### src/rtl/spmv_axil_ctrl_regs.sv
// AXI4-Lite register file for the SpMV kernels: config regs, start pulse, status, busy-cycle counter.
// Write response two cycles after AW+W; AW/W stall while their holding slot is full, AR stalls while rvalid is pending.
module spmv_axil_ctrl_regs #(
    parameter int ADDR_W          = 32,
    parameter int DATA_W          = 32,
    parameter int CONF_NUM_KERNEL = 4
) (
    input  logic              clk,
    input  logic              rstn,
    input  logic              s_axil_awvalid,
    input  logic [ADDR_W-1:0] s_axil_awaddr,
    output logic              s_axil_awready,
    input  logic              s_axil_wvalid,
    input  logic [DATA_W-1:0] s_axil_wdata,
    output logic              s_axil_wready,
    output logic              s_axil_bvalid,
    output logic [1:0]        s_axil_bresp,
    input  logic              s_axil_bready,
    input  logic              s_axil_arvalid,
    input  logic [ADDR_W-1:0] s_axil_araddr,
    output logic              s_axil_arready,
    output logic              s_axil_rvalid,
    output logic [DATA_W-1:0] s_axil_rdata,
    output logic [1:0]        s_axil_rresp,
    input  logic              s_axil_rready,
    output logic              start_pulse,
    output logic [DATA_W-2:0] ctrl_mode,
    output logic [DATA_W-1:0] cfg_rows,
    output logic [DATA_W-1:0] cfg_cols,
    output logic [DATA_W-1:0] cfg_base,
    input  logic              kernel_busy,
    input  logic              kernel_done
);

    localparam logic [1:0] RESP_OKAY   = 2'b00;
    localparam logic [1:0] RESP_SLVERR = 2'b10;

    localparam logic [5:0] IDX_CTRL   = 6'd0;
    localparam logic [5:0] IDX_ROWS   = 6'd1;
    localparam logic [5:0] IDX_COLS   = 6'd2;
    localparam logic [5:0] IDX_BASE   = 6'd3;
    localparam logic [5:0] IDX_STATUS = 6'd4;
    localparam logic [5:0] IDX_CYCLES = 6'd5;
    localparam logic [5:0] IDX_ID     = 6'd6;

    logic              aw_held_q, aw_held_d;
    logic [5:0]        waddr_q, waddr_d;
    logic              w_held_q, w_held_d;
    logic [DATA_W-1:0] wdata_q, wdata_d;
    logic              bvalid_q, bvalid_d;
    logic [1:0]        bresp_q, bresp_d;
    logic              rvalid_q, rvalid_d;
    logic [DATA_W-1:0] rdata_q, rdata_d;
    logic [1:0]        rresp_q, rresp_d;
    logic [DATA_W-2:0] ctrl_q, ctrl_d;
    logic [DATA_W-1:0] rows_q, rows_d;
    logic [DATA_W-1:0] cols_q, cols_d;
    logic [DATA_W-1:0] base_q, base_d;
    logic              done_q, done_d;
    logic [DATA_W-1:0] cycles_q, cycles_d;
    logic              start_q, start_d;

    logic              commit;
    logic              start;
    logic [DATA_W-1:0] rd_data;
    logic [1:0]        rd_resp;
    logic              unused_addr_bits;

    // Only the word offset in addr[7:2] is decoded.
    assign unused_addr_bits = ^{s_axil_awaddr[ADDR_W-1:8], s_axil_awaddr[1:0],
                                s_axil_araddr[ADDR_W-1:8], s_axil_araddr[1:0]};

    assign commit = aw_held_q & w_held_q & ~bvalid_q;
    assign start  = commit & (waddr_q == IDX_CTRL) & wdata_q[0];

    always_comb begin
        rd_data = '0;
        rd_resp = RESP_OKAY;
        case (s_axil_araddr[7:2])
            IDX_CTRL:   rd_data = {ctrl_q, 1'b0};
            IDX_ROWS:   rd_data = rows_q;
            IDX_COLS:   rd_data = cols_q;
            IDX_BASE:   rd_data = base_q;
            IDX_STATUS: rd_data = {{(DATA_W-2){1'b0}}, done_q, kernel_busy};
            IDX_CYCLES: rd_data = cycles_q;
            IDX_ID:     rd_data = DATA_W'(CONF_NUM_KERNEL);
            default:    rd_resp = RESP_SLVERR;
        endcase
    end

    always_comb begin
        aw_held_d = aw_held_q;
        waddr_d   = waddr_q;
        w_held_d  = w_held_q;
        wdata_d   = wdata_q;
        bvalid_d  = bvalid_q;
        bresp_d   = bresp_q;
        rvalid_d  = rvalid_q;
        rdata_d   = rdata_q;
        rresp_d   = rresp_q;
        ctrl_d    = ctrl_q;
        rows_d    = rows_q;
        cols_d    = cols_q;
        base_d    = base_q;
        start_d   = start;

        if (s_axil_bvalid & s_axil_bready) begin
            bvalid_d = 1'b0;
        end
        if (commit) begin
            aw_held_d = 1'b0;
            w_held_d  = 1'b0;
            bvalid_d  = 1'b1;
            bresp_d   = (waddr_q <= IDX_BASE) ? RESP_OKAY : RESP_SLVERR;
            case (waddr_q)
                IDX_CTRL: ctrl_d = wdata_q[DATA_W-1:1];
                IDX_ROWS: rows_d = wdata_q;
                IDX_COLS: cols_d = wdata_q;
                IDX_BASE: base_d = wdata_q;
                default:  ;
            endcase
        end
        // Holding slots are empty whenever a handshake is possible, so no clash with commit.
        if (s_axil_awvalid & ~aw_held_q) begin
            aw_held_d = 1'b1;
            waddr_d   = s_axil_awaddr[7:2];
        end
        if (s_axil_wvalid & ~w_held_q) begin
            w_held_d = 1'b1;
            wdata_d  = s_axil_wdata;
        end

        if (s_axil_rvalid & s_axil_rready) begin
            rvalid_d = 1'b0;
        end
        if (s_axil_arvalid & ~rvalid_q) begin
            rvalid_d = 1'b1;
            rdata_d  = rd_data;
            rresp_d  = rd_resp;
        end

        // Start takes priority over a coincident done pulse or busy cycle.
        if (start) begin
            done_d   = 1'b0;
            cycles_d = '0;
        end else begin
            done_d   = done_q | kernel_done;
            cycles_d = (kernel_busy && cycles_q != {DATA_W{1'b1}}) ? cycles_q + DATA_W'(1) : cycles_q;
        end
    end

    always_ff @(posedge clk or negedge rstn) begin
        if (!rstn) begin
            aw_held_q <= 1'b0;
            waddr_q   <= '0;
            w_held_q  <= 1'b0;
            wdata_q   <= '0;
            bvalid_q  <= 1'b0;
            bresp_q   <= RESP_OKAY;
            rvalid_q  <= 1'b0;
            rdata_q   <= '0;
            rresp_q   <= RESP_OKAY;
            ctrl_q    <= '0;
            rows_q    <= '0;
            cols_q    <= '0;
            base_q    <= '0;
            done_q    <= 1'b0;
            cycles_q  <= '0;
            start_q   <= 1'b0;
        end else begin
            aw_held_q <= aw_held_d;
            waddr_q   <= waddr_d;
            w_held_q  <= w_held_d;
            wdata_q   <= wdata_d;
            bvalid_q  <= bvalid_d;
            bresp_q   <= bresp_d;
            rvalid_q  <= rvalid_d;
            rdata_q   <= rdata_d;
            rresp_q   <= rresp_d;
            ctrl_q    <= ctrl_d;
            rows_q    <= rows_d;
            cols_q    <= cols_d;
            base_q    <= base_d;
            done_q    <= done_d;
            cycles_q  <= cycles_d;
            start_q   <= start_d;
        end
    end

    assign s_axil_awready = ~aw_held_q;
    assign s_axil_wready  = ~w_held_q;
    assign s_axil_bvalid  = bvalid_q;
    assign s_axil_bresp   = bresp_q;
    assign s_axil_arready = ~rvalid_q;
    assign s_axil_rvalid  = rvalid_q;
    assign s_axil_rdata   = rdata_q;
    assign s_axil_rresp   = rresp_q;
    assign start_pulse    = start_q;
    assign ctrl_mode      = ctrl_q;
    assign cfg_rows       = rows_q;
    assign cfg_cols       = cols_q;
    assign cfg_base       = base_q;

endmodule

### config.mk
export PLATFORM = sky130hd
export DESIGN_NAME = spmv_axil_ctrl_regs
export DESIGN_NICKNAME = d
export VERILOG_FILES = /design/src/rtl/spmv_axil_ctrl_regs.sv
export SDC_FILE = /design/constraint.sdc
export NUM_CORES = 1
export LEC_CHECK = 0
export BUFFER_PORTS_ARGS = -buffer_cell sky130_fd_sc_hd__buf_4
export CAP_MARGIN = 0
export CORE_MARGIN = 2
export CORE_UTILIZATION = 48
export DETAILED_ROUTE_END_ITERATION = 6
export PLACE_DENSITY_LB_ADDON = 0.08
export SLEW_MARGIN = 20
export SYNTH_ARGS = -nofsm -noshare
export SYNTH_HDL_FRONTEND = slang
export SYNTH_SLANG_ARGS = --single-unit
### constraint.sdc
create_clock -name clk -period 1.8 [get_ports clk]
set_input_delay 0 -clock clk [delete_from_list [all_inputs] [get_ports clk]]
set_output_delay 0 -clock clk [all_outputs]
set_load 0.01 [all_outputs]
# == Word-level counts from Yosys, hierarchy flattened ==
# Index checks and enable logic that the tools add are counted.
# word_totals
reg_bits,239
wordCells,68
output_inout_bits,169
# classes
muxes,13
magnitude_cmp,1
bitwise_logic,14
n_eq_ne,10
addsub,1
n_reduce_logical,13
# op_table
operator,n
$pmux W32 S7,1
$mux W32,2
$add A32 B1 Y32 const B,1
$ne A32 B32 Y1 const B,1
$eq A6 B2 Y1 const B,4
$eq A6 B3 Y1 const B,3
$eq A6 B1 Y1 const B,2
$logic_not A6 Y1,2
$reduce_bool A2 Y1,5
$and A1 B1 Y1,9
$mux W1,8
$reduce_and A2 Y1,4
$reduce_or A7 Y1,1
$le A6 B2 Y1 const B,1
$mux W2,2
$not A1 Y1,4
$logic_and A1 B1 Y1,1
$or A1 B1 Y1,1

# == Longest topological paths before layout ==
# Gate-level depths: netlist of the first run.
# depth
word_depth,5
ltp_mapped,7
mapped_depth_nobuf,6

# == Worst setup path before layout of the first run ==
# Ideal clock, no wire load.
# synth_timing
kind,reg-to-reg
from,register cycles_q[14]
to,register cycles_q[25]
t_required_ps,1674
n_path_buf,2
slack_ps,-97
path_stages_with_launch,8
period_less_slack_ps,1897
arrival_ps,1771
path_cell_list,dfrtp_1 > buf_6 > nand4_2 > or4_1 > o31ai_2 > buf_6 > or3_1 > a21oi_2
# synth_via
elab_chain_cells,3
# synth_rtl
element,line,source
"start, declared",60,"logic [DATA_W-1:0] cycles_q, cycles_d;"
"start signal, assigned",185,cycles_q <= cycles_d;
$add A32 B1 Y32 or $ne A32 B32 Y1 (tied branches),148,cycles_d = (kernel_busy && cycles_q != {DATA_W{1'b1}}) ? cycles_q + DATA_W'(1) : cycles_q;
$mux W32 or $logic_and A1 B1 Y1 (tied branches),148,
$mux W32 or $reduce_bool A2 Y1 (tied branches),n/a,
# Parallel ways exist; a longest one is shown, timed or not. The select of a mux whose other input is x is not followed.
# A chain may end at the register's enable or synchronous reset.

# == Final worst setup path of the first run ==
# layout_timing
from,register cycles_q[20]
to,register cycles_q[1]
# layout_via
elab_chain_cells,3
# layout_rtl
element,line
$ne A32 B32 Y1,148
$logic_and A1 B1 Y1,148
$reduce_bool A2 Y1 (no line),n/a
# Every way passes these cells.

==> results of run 1 <==
kinds of logic after synthesis:
group / Yosys count / synth area share, %
muxes: 201 / 24.4
DFF: 237 / 56.1
buffers and inverters: 62 / 2.72
adders and majority gates: 1 / 0.118
and+or+nand+nor: 158 / 8.30
xor gates and xnor gates: 8 / 0.662
other: 1 / 0.0354
AOI/OAI and AO/OA: 121 / 7.68
cell type report:
cell class              instances  share of cell area, %
flip-flops and latches        237                   39.4
multi-input cells             491                   30.5
diodes                          1                 0.0166
repair buffers                389                   21.8
inverters                      10                  0.249
well taps                     280                   2.33
clock buffers                  38                   5.22
clock inverters                 9                  0.490
repair_timing:
action                     in CTS  in global routing
hold endpoints to repair      299                  0
buffers inserted               18                  6
setup endpoints to repair      97                106
resized for setup              35                 17
cloned                          1                  0
hold buffers                   52                  0
pin swaps                      23                 15
power by group through the flow:
stage / clock (uW) / sequential [uW] / combinational (uW)
6_report: 5290 / 8610 / 6310
5_1_grt: 5620 / 8890 / 6790
4_1_cts: 5410 / 8570 / 6330
3_5_place_dp: 0 / 8640 / 6090
3_3_place_gp: 0 / 8610 / 5970
2_1_floorplan: 0 / 8830 / 2530
worst max path at each step:
stage,cells past startpoint,startpoint,end
after floorplan,5,cycles_q[18],cycles_q[29]
after global placement,7,cycles_q[0],cycles_q[16]
after detailed placement,7,cycles_q[0],cycles_q[26]
after CTS,5,cycles_q[18],cycles_q[29]
after global routing,6,cycles_q[18],cycles_q[1]
final,6,cycles_q[20],cycles_q[1]
registers in the layout, indices dropped and copies added (netlist names), 6 cells and up:
name          flops
cfg_base         32
cfg_cols         32
cfg_rows         32
ctrl_mode        31
cycles_q         32
s_axil_rdata     32
waddr_q           6
wdata_q          32
cell usage after synthesis, types with 3 or more instances:
cell,instances,share of area [%]
dfrtp_1,237,56
mux2_2,167,18
nand2_1,46,1.6
o21ai_0,34,1.6
mux4_2,29,6.2
a22oi_1,28,2.0
nor2_1,23,0.82
buf_2,19,0.90
clkbuf_1,19,0.67
a21oi_1,14,0.66
nand3_1,13,0.61
or3_1,13,0.77
nand4_1,11,0.65
inv_1,10,0.35
or4_1,9,0.64
a21oi_2,7,0.58
buf_1,7,0.25
o21ai_1,7,0.33
nor2b_1,6,0.35
nor4_1,6,0.35
o31ai_1,6,0.43
xor2_1,6,0.50
a31oi_1,5,0.30
and3_1,5,0.30
mux2i_1,5,0.47
o211ai_1,5,0.35
and4_1,4,0.33
buf_4,4,0.28
nor3_1,4,0.19
a211oi_1,3,0.21
through the flow:
| stage | total power (uW) | worst slack [ns] | hold WS (ns) |
|---|---|---|---|
| floorplan | 11400 | -0.0750 | -0.296 |
| global placement | 14600 | -0.0971 | 0.0189 |
| detailed placement | 14700 | -0.218 | 0.0149 |
| CTS | 20300 | -0.0872 | 0.00471 |
| global route | 21300 | -0.198 | 0.0716 |
| finish | 20200 | -0.0893 | 0.0455 |
metal layers:
| layer | GRT usage, % | vias to the layer above | part of all wire [%] |
|---|---|---|---|
| met5 | 0 | - | 0 |
| met4 | 6.13 | 0 | 1.7 |
| met3 | 4.07 | 38 | 4.6 |
| met2 | 40.9 | 187 | 50 |
| met1 | 33.8 | 4050 | 44 |
| li1 | - | 3665 | - |
==> key figures, run 1 <==
Placement
  – Gp weighted congestion: 0.835
  – Buffers added on ports: 219
  – Half-perimeter wire length after placement: 18700 um
  – Placed cells: 1331
  – Post-DP Area: 13300 um2

Global route
  – Pin count of the biggest net entering global routing: 69
  – Initial antenna violation count: 1
  – GRT Total Usage: 24.5%
  – First-pass GRT wire length: 45900 um
  – Vias in the first global route: 8266
  – Congestion Overflow GR: 0

STA
  – Setup ws final: -0.0893 ns
  – Slew margin rel.: 61.5%
  – Unrepaired setup endpoints after global routing: true
  – Final hold violation count: 0
  – Tcrit/Tclk final: 105%
  – Pins Over Slew Limit: 0
  – Total Neg Setup Slack: -1.36 ns
  – Setup Viol. Count Final: 46
  – FMAX: 529 MHz
  – Clk_skew: 0.0135 ns
  – Worst-Margin Slew: 0.577 ns
  – Min Tclk post-route: 1.89 ns

Final layout
  – Sequential Area: 5930 um2
  – Share of cells above drive strength 1: 54.0%
  – Design area: 15100 um2
  – Fill cell count: 1575
  – Final core occ: 69.3%
  – Commonest non-fill, non-tap cell in the layout: buf_4
  – Final non-filler cell total: 1455
  – Area grow syn2layout: 42.4%
  – Most frequent cells in the layout: 311 x buf_4, 236 x dfrtp_1, 166 x mux2_2
  – Multi-input logic area: 4590 um2
  – # nets final: 1261

Logic synthesis
  – Cell count after synthesis: 789
  – Most used DFF post-synth: dfrtp_1
  – Post-synthesis sequential area ratio: 56.1%
  – Synth warn: 0
  – Unique masters post-synth: 60
  – Syn Area/Cell: 13.4 um2
  – Async S/R FF share, synth: 100%
  – Post-synth EDFFs: 0
  – Mapped cell area: 10600 um2
  – Register bit total from synthesis: 237

Floorplanning
  – Die area: 23200 um2
  – Io pins: 274
  – Die Span X: 152 um
  – Core Box Area: 21800 um2
  – Initial core utilization: 48.6%
  – Die Ht: 152 um
  – Rows: 54

Power and ir drop
  – Switching power: 6160 uW
  – Fraction of power consumed by sequential logic: 42.6%
  – Clock power share: 26.2%
  – Combinational share of power: 31.2%
  – Switch share: 30.5%
  – P_int: 14000 uW
  – LEAKAGE: 0.00725 uW
  – Worst vdd ir: 0.877 mV
  – PD cells: 1340 nW/um2

Critical path
  – Worst Path Max Fanout: 15
  – Critical path's slowest cell: or4_4
  – Reg2reg path depth: 6
  – CP Cell Sequence: nand3_4, or4_4, o31ai_4, buf_12, mux2i_1, nor2_1
  – CP endpoint kind: flop
  – R2R Setup Slk: -0.09 ns
  – WP buf/inv: 1
  – Worst EP required: 2.21 ns
  – R2r endpoint: cycles_q[1]
  – Critical Path AT: 2.29 ns
  – Reg2reg start: cycles_q[20]
  – Delay of the slowest cell on the worst path: 0.60 ns
  – Crit start category: flop
  – Top delay family on crit path: simple AND/OR/NAND/NOR gates
  – Kind of critical path: flop to flop

Detailed routing
  – Detailed-route via count: 7940
  – DRC Markers: 0
  – DRT Pass-1 Iters: 4
  – Detailed-route vias per instance: 5.46
  – First DRT Iteration DRCs: 267
  – Drt total wl: 28500 um
  – ANT nets after route: 0
  – Wire length per cell: 19.6 um

Job
  – Max-cap check violation count: 0

Clocking
  – Skew-Pair Late Insertion Delay: 0.53 ns
  – Clock Tree Buf Depth: 3
  – CTS tree: done
  – CTS root buf: clkbuf_16
  – Sink Count: 237
  – Clk slew on worst S/H paths: 0.06 ns
  – H-tree depth: 1
  – Total CTS buffers: 26

Worst hold path
  – Hold/Removal Path Class: input pin to asynchronous set/reset pin

Status
  – Outcome: finished, violations left
  – Violations in the final reports: setup timing
No activity file was read; power rests on OpenSTA's default activity.
==> run 2, diff against run 1 <==
Settings changed: CORE_UTILIZATION 48 to 50, CTS_BUF_LIST set to sky130_fd_sc_hd__clkbuf_8.
==> key figures, run 2 (synthesized netlist as in run 1, its figures left out) <==
Placement
  – Buffers added on ports: 219 (unchanged)
  – Pre-CTS setup slack: -0.201 ns (was -0.218 ns)
  – Gp weighted congestion: 0.848 (was 0.835)
  – Half-perimeter wire length after placement: 18600 um (was 18700 um)

Detailed routing
  – DRC Markers: 0 (unchanged)
  – ANT nets after route: 0 (unchanged)
  – Detailed-route vias per instance: 5.42 (was 5.46)
  – Detailed-route via count: 8024 (was 7940)
  – First DRT Iteration DRCs: 302 (was 267)
  – DRT Pass-1 Iters: 5 (was 4)
  – Wire length per cell: 18.8 um (was 19.6 um)
  – Drt total wl: 27900 um (was 28500 um)

Clocking
  – Total CTS buffers: 40 (was 26)
  – Sink Count: 237 (unchanged)
  – CTS tree: done (unchanged)
  – CTS root buf: clkbuf_8 (was clkbuf_16)
  – Clock Tree Buf Depth: 3 (unchanged)
  – Skew-Pair Late Insertion Delay: 0.54 ns (was 0.53 ns)
  – Clk slew on worst S/H paths: 0.06 ns (about the same)
  – H-tree depth: 2 (was 1)

Final layout
  – Most frequent cells in the layout: 316 x buf_4, 236 x dfrtp_1, 167 x mux2_2 (was 311 x buf_4, 236 x dfrtp_1, 166 x mux2_2)
  – Area grow syn2layout: 42.3% (was 42.4%)
  – Fill cell count: 1538 (was 1575)
  – # nets final: 1281 (was 1261)
  – Number of diodes: 0 (was 1)
  – Share of cells above drive strength 1: 54.8% (was 54.0%)
  – Commonest non-fill, non-tap cell in the layout: buf_4 (unchanged)

Global route
  – Met1 GRT Util: 33.5% (was 33.8%)
  – GRT Total Usage: 25.1% (was 24.5%)
  – Met2 Use GR: 43.3% (was 40.9%)
  – Met3 global-route usage: 4.27% (was 4.07%)
  – Congestion Overflow GR: 0 (unchanged)
  – Initial antenna violation count: 0 (was 1)
  – Pin count of the biggest net entering global routing: 78 (was 69)
  – GR peak layer: met2 (unchanged)
  – Vias in the first global route: 8309 (was 8266)
  – First-pass GRT wire length: 44200 um (was 45900 um)

Critical path
  – Reg2reg start: cycles_q[9] (was cycles_q[20])
  – Kind of critical path: flop to flop (unchanged)
  – R2r endpoint: cycles_q[25] (was cycles_q[1])
  – CP endpoint kind: flop (unchanged)
  – Crit start category: flop (unchanged)
  – Worst EP required: 2.22 ns (was 2.21 ns)
  – Reg2reg path depth: 6 (unchanged)
  – R2R Setup Slk: -0.17 ns (was -0.09 ns)
  – Critical path endpoint: cycles_q[25] (was cycles_q[1])
  – Critical Path AT: 2.39 ns (was 2.29 ns)
  – Worst Path Max Fanout: 7 (was 15)
  – Worst setup path start: cycles_q[9] (was cycles_q[20])

Power and ir drop
  – LEAKAGE: 0.00730 uW (was 0.00725 uW)
  – Worst vdd ir: 0.836 mV (was 0.877 mV)
  – Final Power: 19700 uW (was 20200 uW)
  – PD cells: 1310 nW/um2 (was 1340 nW/um2)

STA
  – Min Tclk post-route: 1.97 ns (was 1.89 ns)
  – Clk_skew: 0.0231 ns (was 0.0135 ns)
  – Worst-Margin Slew: 0.532 ns (was 0.577 ns)
  – Pins Over Slew Limit: 0 (unchanged)
  – Final hold violation count: 0 (unchanged)
  – Setup Viol. Count Final: 27 (was 46)
  – Tcrit/Tclk final: 110% (was 105%)
  – FMAX: 507 MHz (was 529 MHz)
  – Unrepaired setup endpoints after global routing: true (unchanged)
  – Slew margin rel.: 64.5% (was 61.5%)
  – Final hold slack: 0.0357 ns (was 0.0455 ns)
  – Setup ws final: -0.174 ns (was -0.0893 ns)

Status
  – Outcome: finished, violations left (unchanged)
  – Violations in the final reports: setup timing (unchanged)

Floorplanning
  – Io pins: 274 (unchanged)
  – Rows: 53 (was 54)
  – Die area: 22300 um2 (was 23200 um2)
  – Initial core utilization: 50.6% (was 48.6%)
  – Die Ht: 149 um (was 152 um)
  – Die Span X: 149 um (was 152 um)
  – Core Box Area: 20900 um2 (was 21800 um2)

Job
  – Max-cap check violation count: 0 (unchanged)

Worst hold path
  – Hold/Removal Path Class: input pin to asynchronous set/reset pin (unchanged)
-- run 2: changes by cell type in the layout (fill, tap and decap cells not counted), moves of 4 or more --
| cell | change |
|---|---|
| buf_12 | -5 |
| clkbuf_16 | -27 |
| or3_4 | +4 |
| clkbuf_1 | -4 |
| clkbuf_8 | +42 |
| buf_6 | +4 |
| or3_1 | -4 |
| inv_1 | +16 |
| buf_4 | +5 |
-- run 2: area by class of cell --
type | count | area (um2) | share of cell area, %
sequential | 237 | 5930 | 39.4
multi-input combinational | 491 | 4640 | 30.8
timing repair buffer | 395 | 3290 | 21.9
clock buffer | 49 | 674 | 4.48
tap | 275 | 344 | 2.29
clock inverter | 24 | 130 | 0.864
inverter | 10 | 37.5 | 0.249
-- run 2: routing by layer --
layer | wire, um | vias up | part of all wire [%]
met3 | 1280 | 40 | 4.6
li1 | - | 3721 | -
met5 | 0 | - | 0
met1 | 12100 | 4074 | 43
met2 | 14200 | 189 | 51
met4 | 344 | 0 | 1.2
-- run 2: repair_timing --
action / in CTS / in global routing
endpoints found under the setup margin: 111 / 108
buffers inserted: 14 / 7
endpoints found under the hold margin: 293 / 0
pin swaps: 11 / 28
cloned: 1 / 0
hold buffers: 55 / 0
gates resized for setup: 20 / 42
-- run 2: worst min path at each step --
stage / from / end / cells past startpoint
floorplan: rstn / aw_held_q / 0
global placement: rstn / ctrl_mode[22] / 1
detailed placement: rstn / ctrl_mode[21] / 1
CTS: rstn / ctrl_mode[21] / 3
global route: rstn / ctrl_mode[21] / 3
finish: rstn / cfg_rows[23] / 3
-- run 2: power breakdown --
| part | switching [uW] | total (uW) | internal, uW |
|---|---|---|---|
| clock network | 2140 | 4750 | 2610 |
| registers | 1560 | 8620 | 7060 |
| logic | 2470 | 6360 | 3890 |
-- run 2: critical path, stage by stage (launching register included) --
cell     delay, ns
dfrtp_1       0.35
nand4_1       0.27
or4_4         0.59
o31ai_4       0.30
buf_6         0.18
or3_4         0.13
a21oi_2       0.04
-- run 2: per-stage QoR --
| step | TNS [ns] | util, % | instances | area [um2] |
|---|---|---|---|---|
| 2_1_floorplan | -0.651 | - | 790 | 10600 |
| 3_3_place_gp | -1.94 | 63.4 | 1332 | 13200 |
| 3_5_place_dp | -4.76 | 63.4 | 1332 | 13200 |
| 4_1_cts | -1.34 | 71.0 | 1475 | 14800 |
| 5_1_grt | -4.55 | 72.1 | 1481 | 15100 |
| 6_report | -2.19 | 72.1 | 1481 | 15100 |
==> run 3, diff against run 2 <==
Settings changed: HOLD_SLACK_MARGIN set to 0.12.
==> key figures, run 3 (synthesized netlist as in run 1, its figures left out) <==
Global route
  – Congestion Overflow GR: 0 (unchanged)
  – Vias in the first global route: 8321 (was 8309)
  – GRT Total Usage: 25.1% (about the same)
  – Initial antenna violation count: 0 (unchanged)
  – Pin count of the biggest net entering global routing: 78 (unchanged)
  – First-pass GRT wire length: 44200 um (about the same)

Placement
  – Pre-CTS setup slack: -0.201 ns (unchanged)
  – Buffers added on ports: 219 (unchanged)
  – Placed cells: 1332 (unchanged)
  – Gp weighted congestion: 0.848 (unchanged)
  – Half-perimeter wire length after placement: 18600 um (unchanged)

Final layout
  – Final core occ: 72.1% (about the same)
  – Area grow syn2layout: 42.4% (was 42.3%)
  – Fill cell count: 1537 (was 1538)
  – Most frequent cells in the layout: 316 x buf_4, 236 x dfrtp_1, 167 x mux2_2 (unchanged)
  – Number of diodes: 0 (unchanged)
  – Commonest non-fill, non-tap cell in the layout: buf_4 (unchanged)
  – Share of cells above drive strength 1: 54.8% (about the same)
  – Final non-filler cell total: 1482 (was 1481)
  – # nets final: 1282 (was 1281)

Critical path
  – Kind of critical path: flop to flop (unchanged)
  – Critical Path AT: 2.39 ns (about the same)
  – WP buf/inv: 1 (unchanged)
  – CP Cell Sequence: nand4_1, or4_4, o31ai_4, buf_6, or3_4, a21oi_2 (unchanged)
  – CP endpoint kind: flop (unchanged)
  – Top delay family on crit path: simple AND/OR/NAND/NOR gates (unchanged)
  – Worst Path Max Fanout: 7 (unchanged)
  – Critical path's slowest cell: or4_4 (unchanged)
  – Crit start category: flop (unchanged)
  – Delay of the slowest cell on the worst path: 0.59 ns (about the same)
  – R2R Setup Slk: -0.17 ns (about the same)
  – Reg2reg start: cycles_q[9] (unchanged)
  – Worst EP required: 2.22 ns (about the same)
  – R2r endpoint: cycles_q[25] (unchanged)
  – Reg2reg path depth: 6 (unchanged)

Clocking
  – CTS root buf: clkbuf_8 (unchanged)
  – Clock Tree Buf Depth: 3 (unchanged)
  – H-tree depth: 2 (unchanged)
  – CTS tree: done (unchanged)
  – Skew-Pair Late Insertion Delay: 0.54 ns (about the same)
  – Total CTS buffers: 40 (unchanged)
  – Clk slew on worst S/H paths: 0.06 ns (about the same)
  – Sink Count: 237 (unchanged)

STA
  – Final hold violation count: 0 (unchanged)
  – Min Tclk post-route: 1.97 ns (about the same)
  – Slew margin rel.: 64.5% (unchanged)
  – Clk_skew: 0.0226 ns (was 0.0231 ns)
  – Total Neg Setup Slack: -2.19 ns (about the same)
  – Tcrit/Tclk final: 110% (about the same)
  – Unrepaired setup endpoints after global routing: true (unchanged)
  – FMAX: 507 MHz (about the same)
  – Setup Viol. Count Final: 27 (unchanged)
  – Pins Over Slew Limit: 0 (unchanged)
  – Setup ws final: -0.172 ns (was -0.174 ns)
  – Worst-Margin Slew: 0.532 ns (unchanged)

Detailed routing
  – DRC Markers: 0 (unchanged)
  – Wire length per cell: 18.8 um (about the same)
  – ANT nets after route: 0 (unchanged)
  – Detailed-route via count: 8030 (was 8024)
  – First DRT Iteration DRCs: 326 (was 302)
  – DRT Pass-1 Iters: 5 (unchanged)
  – Drt total wl: 27900 um (about the same)
  – Detailed-route vias per instance: 5.42 (about the same)

Job
  – Max-cap check violation count: 0 (unchanged)

Worst hold path
  – Hold Startpoint: s_axil_araddr[5]
  – Worst Hold Depth: 6
  – WHS Endpoint: s_axil_rdata[0]
  – Hold/Removal Path Class: input pin to flop (was input pin to asynchronous set/reset pin)

Power and ir drop
  – PD cells: 1310 nW/um2 (about the same)
  – LEAKAGE: 0.00730 uW (about the same)
  – Worst vdd ir: 0.836 mV (about the same)
  – Final Power: 19700 uW (about the same)

Floorplanning
  – Io pins: 274 (unchanged)
  – Rows: 53 (unchanged)
  – Initial core utilization: 50.6% (unchanged)
  – Die Ht: 149 um (unchanged)
  – Die area: 22300 um2 (unchanged)
  – Core Box Area: 20900 um2 (unchanged)
  – Die Span X: 149 um (unchanged)

Status
  – Outcome: finished, violations left (unchanged)
  – Violations in the final reports: setup timing (unchanged)
run 3: cell types whose count changed in the layout (fill, tap and decap cells not counted):
cell	delta
dlygate4sd3_1	+1
run 3: layout make-up:
class,instances,area [um2],share of cell area (%)
tap,275,344,2.28
timing repair buffer,396,3300,21.9
multi-input combinational,491,4640,30.8
clock inverter,24,130,0.864
sequential,237,5930,39.4
clock buffer,49,674,4.48
inverter,10,37.5,0.249
run 3: metal layers:
metal | track usage, % | wire, um | vias up
met3 | 4.27 | 1310 | 38
met2 | 43.3 | 14200 | 190
met1 | 33.5 | 12100 | 4080
met4 | 5.71 | 332 | 0
met5 | 0 | 0 | -
li1 | - | - | 3722
run 3: worst max-delay path by stage:
stage | from | to | cells after the start
2_1_floorplan | cycles_q[18] | cycles_q[29] | 5
3_3_place_gp | cycles_q[9] | cycles_q[16] | 7
3_5_place_dp | cycles_q[0] | cycles_q[26] | 7
4_1_cts | cycles_q[19] | cycles_q[4] | 7
5_1_grt | cycles_q[0] | cycles_q[26] | 7
6_report | cycles_q[9] | cycles_q[25] | 6
run 3: per-stage QoR:
step           hold slack [ns]  area (um2)
3_3_place_gp            -0.120       13200
4_1_cts                  0.128       14800
6_report                 0.151       15100
2_1_floorplan           -0.296       10600
5_1_grt                  0.212       15100
3_5_place_dp            -0.119       13200
run 3: where the power goes:
| group | internal [uW] | total (uW) | switching, uW |
|---|---|---|---|
| combinational | 3900 | 6360 | 2470 |
| sequential | 7060 | 8620 | 1560 |
| clock | 2610 | 4750 | 2140 |
| total | 13600 | 19700 | 6170 |
run 3: worst reg2reg max path: cells and delay by family (launching register included):
family | cells | cell delay [ns]
AO/OA/AOI/OAI | 2 | 0.34
flip-flops | 1 | 0.35
AND/OR/NAND/NOR | 3 | 0.99
buffers and inverters | 1 | 0.19
run 3: timing repair:
item	CTS	global route
endpoints found under the setup margin	111	108
pin swaps	11	28
gates resized for setup	20	42
hold buffers	56	0
endpoints found under the hold margin	317	0
setup buffers	14	7
cloned	1	0
